File: config.mk
export PLATFORM = sky130hd
export DESIGN_NAME = hazard_stall_unit
export DESIGN_NICKNAME = d
export VERILOG_FILES = /design/src/rtl/hazard_stall_unit.sv
export SDC_FILE = /design/constraint.sdc
export NUM_CORES = 1
export LEC_CHECK = 0
export ABC_AREA = 0
export ABC_CLOCK_PERIOD_IN_PS = 5010
export BUFFER_PORTS_ARGS = -buffer_cell sky130_fd_sc_hd__buf_2
export CELL_PAD_IN_SITES_DETAIL_PLACEMENT = 1
export CELL_PAD_IN_SITES_GLOBAL_PLACEMENT = 1
export CORE_ASPECT_RATIO = 0.9
export CORE_MARGIN = 2
export CORE_UTILIZATION = 38
export DETAILED_ROUTE_END_ITERATION = 10
export PLACE_DENSITY = 0.95
export SLEW_MARGIN = 20
export SYNTH_ARGS = -nofsm -noshare
export SYNTH_HDL_FRONTEND = slang
export SYNTH_SLANG_ARGS = --single-unit
export TNS_END_PERCENT = 30
File: constraint.sdc
create_clock -name i_clk -period 5.01 [get_ports i_clk]
set_input_delay 0.7515 -clock i_clk [delete_from_list [all_inputs] [get_ports i_clk]]
set_output_delay 0.7515 -clock i_clk [all_outputs]
set_load 0.005 [all_outputs]
File: src/rtl/hazard_stall_unit.sv
// hazard_stall_unit
// Stall, flush and halt sequencer for the 5-stage MIPS pipeline. Resolves the
// hazards that EX-stage forwarding cannot: load-use and branch-operand hazards
// for branches compared in ID. It also sequences HALT by draining the pipeline
// and then raising a sticky halted flag.
//
// Ports:
//   i_clk, i_rst_n           clock, synchronous active-low reset
//   i_rs_ID/i_rt_ID          source registers of the ID instruction
//   i_uses_rs_ID/_rt_ID      ID instruction actually reads rs/rt
//   i_branch_ID              ID instruction is a conditional branch
//   i_taken_ID               branch taken or jump in ID
//   i_halt_ID                ID instruction is HALT
//   i_rd_EX, i_RegWrite_EX,
//   i_MemRead_EX             destination/kind of the EX instruction
//   i_rd_M, i_MemRead_M      destination/kind of the MEM instruction
//   o_pc_write               PC update enable (combinational)
//   o_IF_ID_write            IF/ID enable (combinational)
//   o_ID_EX_bubble           zero ID/EX control fields (combinational)
//   o_IF_ID_flush            clear IF/ID on next edge (combinational)
//   o_halted                 pipeline drained after HALT, sticky (registered)
//   o_stall_cnt              saturating hazard-stall cycle count (registered)
module hazard_stall_unit #(
  parameter int unsigned NB_REG = 5,
  parameter int unsigned NB_CNT = 16
) (
  input  logic              i_clk,
  input  logic              i_rst_n,
  input  logic [NB_REG-1:0] i_rs_ID,
  input  logic [NB_REG-1:0] i_rt_ID,
  input  logic              i_uses_rs_ID,
  input  logic              i_uses_rt_ID,
  input  logic              i_branch_ID,
  input  logic              i_taken_ID,
  input  logic              i_halt_ID,
  input  logic [NB_REG-1:0] i_rd_EX,
  input  logic              i_RegWrite_EX,
  input  logic              i_MemRead_EX,
  input  logic [NB_REG-1:0] i_rd_M,
  input  logic              i_MemRead_M,
  output logic              o_pc_write,
  output logic              o_IF_ID_write,
  output logic              o_ID_EX_bubble,
  output logic              o_IF_ID_flush,
  output logic              o_halted,
  output logic [NB_CNT-1:0] o_stall_cnt
);

  localparam int unsigned NB_DRAIN = 2;
  localparam logic [NB_DRAIN-1:0] DRAIN_LOAD = NB_DRAIN'(3);

  typedef enum logic [1:0] {
    ST_RUN    = 2'd0,
    ST_DRAIN  = 2'd1,
    ST_HALTED = 2'd2
  } state_e;

  state_e              state_q, state_d;
  logic [NB_DRAIN-1:0] drain_q, drain_d;
  logic                halted_q, halted_d;
  logic [NB_CNT-1:0]   stall_cnt_q, stall_cnt_d;

  logic match_ex_c;
  logic match_m_c;
  logic load_use_c;
  logic branch_alu_c;
  logic branch_load_ex_c;
  logic branch_load_m_c;
  logic hazard_c;

  logic pc_write_c;
  logic if_id_write_c;
  logic id_ex_bubble_c;
  logic if_id_flush_c;

  // Producer/consumer register matching; $0 never creates a dependency.
  always_comb begin
    match_ex_c = (i_rd_EX != '0) &&
                 ((i_uses_rs_ID && (i_rd_EX == i_rs_ID)) ||
                  (i_uses_rt_ID && (i_rd_EX == i_rt_ID)));
    match_m_c  = (i_rd_M != '0) &&
                 ((i_uses_rs_ID && (i_rd_M == i_rs_ID)) ||
                  (i_uses_rt_ID && (i_rd_M == i_rt_ID)));
  end

  // Hazard classes. A branch after a load stalls as branch-load-EX, then the
  // load moves to MEM and the same branch re-stalls as branch-load-M.
  always_comb begin
    load_use_c       = i_MemRead_EX && match_ex_c;
    branch_alu_c     = i_branch_ID && i_RegWrite_EX && !i_MemRead_EX && match_ex_c;
    branch_load_ex_c = i_branch_ID && i_MemRead_EX && match_ex_c;
    branch_load_m_c  = i_branch_ID && i_MemRead_M && match_m_c;
    hazard_c         = load_use_c | branch_alu_c | branch_load_ex_c | branch_load_m_c;
  end

  // Next-state and pipeline control; outputs default to the frozen/bubble form.
  always_comb begin
    state_d        = state_q;
    drain_d        = drain_q;
    halted_d       = halted_q;
    stall_cnt_d    = stall_cnt_q;
    pc_write_c     = 1'b0;
    if_id_write_c  = 1'b0;
    id_ex_bubble_c = 1'b1;
    if_id_flush_c  = 1'b0;

    case (state_q)
      ST_RUN: begin
        if (hazard_c) begin
          // Stall wins over HALT and over a taken branch; both retry next cycle.
          if (stall_cnt_q != {NB_CNT{1'b1}}) begin
            stall_cnt_d = stall_cnt_q + NB_CNT'(1);
          end
        end else if (i_halt_ID) begin
          // HALT is swallowed as a bubble and the front end stays frozen.
          state_d = ST_DRAIN;
          drain_d = DRAIN_LOAD;
        end else begin
          pc_write_c     = 1'b1;
          if_id_write_c  = 1'b1;
          id_ex_bubble_c = 1'b0;
          if_id_flush_c  = i_taken_ID;
        end
      end
      ST_DRAIN: begin
        if (drain_q == NB_DRAIN'(1)) begin
          state_d  = ST_HALTED;
          drain_d  = '0;
          halted_d = 1'b1;
        end else begin
          drain_d = drain_q - NB_DRAIN'(1);
        end
      end
      ST_HALTED: begin
        halted_d = 1'b1;
      end
      default: begin
        state_d = ST_RUN;
        drain_d = '0;
      end
    endcase

    // Front end held frozen while reset is asserted.
    if (!i_rst_n) begin
      pc_write_c     = 1'b0;
      if_id_write_c  = 1'b0;
      id_ex_bubble_c = 1'b1;
      if_id_flush_c  = 1'b0;
    end
  end

  // State, drain counter, halted flag and stall counter.
  always_ff @(posedge i_clk) begin
    if (!i_rst_n) begin
      state_q     <= ST_RUN;
      drain_q     <= '0;
      halted_q    <= 1'b0;
      stall_cnt_q <= '0;
    end else begin
      state_q     <= state_d;
      drain_q     <= drain_d;
      halted_q    <= halted_d;
      stall_cnt_q <= stall_cnt_d;
    end
  end

  assign o_pc_write     = pc_write_c;
  assign o_IF_ID_write  = if_id_write_c;
  assign o_ID_EX_bubble = id_ex_bubble_c;
  assign o_IF_ID_flush  = if_id_flush_c;
  assign o_halted       = halted_q;
  assign o_stall_cnt    = stall_cnt_q;

endmodule

==> results.json <==
{
  "fin_area_um2": 1700,
  "fin_tns_setup_ns": 0,
  "setup_slack_ns": 1.59,
  "hold_violations": 0,
  "p_leak_nw": 0.695,
  "crit_top_cell": "buf_2",
  "outcome": "finished clean",
  "clk_latency_ns": 0.26,
  "grt-ovfl-total": 0,
  "yosysSeqAreaShare_pct": 29.9,
  "postSynthAreaPerCell_um2": 8.41,
  "stdcell_count": 258,
  "area_delta_synth_final_pct": 21.2,
  "slew_headroom_pct": 49.1,
  "most-common-layout-cells": "buf_2, dfxtp_1, xnor2_1, nand2_1, a21oi_1",
  "die_height_um": 61.7,
  "cp_max_fo": 28,
  "drt_first_pass_iters": 4,
  "finalMaxSlewViolations": 0,
  "grt_usage_pct": 20.7,
  "antenna_cells": 0,
  "hold_class": "flip-flop to flip-flop",
  "postRouteAntennaNets": 0,
  "max_slew.worst_pin.slew_ns": 0.762,
  "critPathArrivalTime_ns": 2.67,
  "fin_crit_sh_pct": 68.2,
  "route.vias.total": 1445,
  "ctsHoldBuffers": 0,
  "fin_nets": 247,
  "synth-seq-cells": 21,
  "rows": 20,
  "timing.hold.ws_ns": 0.445,
  "cts_resized": 0,
  "pin_count": 51,
  "postSynthCellCount": 167,
  "die-area_um2": 4200,
  "ir_drop_mv": 0.186,
  "worst_setup_path_start_kind": "input pin",
  "worst_clock_skew_ns": 0.00126,
  "end_kind": "primary output",
  "initial_core_util_pct": 40.7,
  "placedInstanceArea_um2": 1660,
  "totalWireLength_um": 3990,
  "cts-root-buf": "clkbuf_8",
  "drive_gt1_share_pct": 29.0,
  "clk_path_buf_depth": 2,
  "clk_pin_slew_ns": 0.08,
  "power_density_nw_per_um2": 220,
  "coreArea_um2": 3450,
  "grt_pass1_vias": 1411,
  "cts_tree": "done",
  "grt_pass1_wl_um": 6550,
  "port_buffers": 50,
  "period_needed_ns": 3.42,
  "cts_setup_buffers": 0,
  "wl_per_cell_um": 15.5,
  "syn-num-nets": 199,
  "dp_cells": 254,
  "antenna_found_initial": 0,
  "cts.htree.levels": 1,
  "drt_iter0_markers": 54,
  "setup_viol": 0,
  "netlist_area_um2": 1400,
  "critPathSlowestCell": "a22oi_4",
  "max_stage_delay_ns": 0.59,
  "dp_hpwl_um": 3060,
  "clkSinkCount": 21,
  "die_w_um": 68.1,
  "viasPerCell": 5.60,
  "cp.required_ns": 4.26,
  "crit_chain": "buf_2 -> or3_1 -> o311a_1 -> a22oi_4 -> nand4b_4 -> nor2_2 -> buf_2",
  "crit_type": "input pin to primary output",
  "yosysWarnings": 0,
  "ys_types": 39,
  "fmax_mhz": 293,
  "maxCapViolCount": 0,
  "drc": 0,
  "final_common_cell": "buf_2",
  "pre_cts_ws_ns": 1.59,
  "fillers": 446,
  "place.gp.congestion": 0.810,
  "numCtsBuffers": 3,
  "grt_max_degree": 29,
  "rsz0062_at_grt": "false"
}
-- routing by layer --
layer  global-route usage [%]  wire, µm
met1                     26.4      1770
met2                     36.2      2060
met3                     4.20       109
met4                     4.57        61
met5                        0         0
-- Yosys cell counts, drive strengths merged --
library cell / instances / area, µm²
a21oi: 16 / 83.8
a22o: 2 / 17.5
a22oi: 1 / 21.3
a31oi: 1 / 6.26
and2: 2 / 12.5
and3: 2 / 12.5
and4: 2 / 17.5
buf: 7 / 52.5
dfxtp: 21 / 420
ha: 2 / 25.0
inv: 6 / 22.5
mux2i: 4 / 40.0
nand2: 16 / 60.1
nand2b: 4 / 25.0
nand3: 10 / 50.1
nand4: 6 / 37.5
nand4b: 1 / 23.8
nor2: 9 / 36.3
nor2b: 1 / 6.26
nor3: 3 / 20.0
nor4: 1 / 6.26
o21a: 2 / 15.0
o21ai: 3 / 18.8
o22ai: 2 / 25.0
o311a: 1 / 10.0
o31ai: 10 / 75.1
or3: 2 / 12.5
or4: 10 / 75.1
xnor2: 20 / 175
-- registers in the layout, summed over array words and instances, names as in the netlist --
| name | cells |
|---|---|
| state_q | 2 |
| o_halted | 1 |
| drain_q | 2 |
| o_stall_cnt | 16 |
-- where the power goes --
group / internal (mW) / leakage (nW) / switching (mW)
registers: 0.172 / 0.170 / 0.00341
logic: 0.0356 / 0.502 / 0.0512
clock network: 0.0567 / 0.0228 / 0.0557
total: 0.264 / 0.695 / 0.110
-- path summary, 6_finish.rpt --
| path | start | to | slack (ns) | cells after the start |
|---|---|---|---|---|
| setup reg to reg | o_stall_cnt[1] | o_stall_cnt[3] | 2.73 | 7 |
| setup / recovery | i_rd_M[0] | o_IF_ID_flush | 1.59 | 7 |
| hold / removal | o_halted | o_halted | 0.44 | 2 |
| hold reg to reg | o_halted | o_halted | 0.44 | 2 |
-- area by class of cell --
type,instances,area [µm²],share of cell area [%]
multi-input combinational,133,908,53.4
clock buffer,4,45.0,2.65
inverter,6,22.5,1.32
sequential,21,420,24.7
tap,44,55.1,3.24
timing repair buffer,50,250,14.7
-- cells by family (layout without fill, tap and decap cells) --
kind of cell | after synthesis | count (layout) | synth area share (%)
xor gates and xnor gates | 20 | 20 | 12.5
and+or+nand+nor | 69 | 69 | 28.2
AOI/OAI and AO/OA | 38 | 38 | 19.4
muxes | 4 | 4 | 2.85
DFF | 21 | 21 | 29.9
buffers and inverters | 13 | 60 | 5.35
adders and majority gates | 2 | 2 | 1.78
-- per-stage QoR --
step	utilization, %	power, mW
detailed placement	48.0	0.265
CTS	49.3	0.377
finish	49.3	0.374
floorplan	-	0.235
global route	49.3	0.392
global placement	48.0	0.260
-- worst max-delay path, delay by kind of cell --
family,cells,cell delay [ns]
AND/OR/NAND/NOR,3,0.72
buffers and inverters,2,0.25
AO/OA/AOI/OAI,2,0.94
No activity file was read; power rests on OpenSTA's default activity.
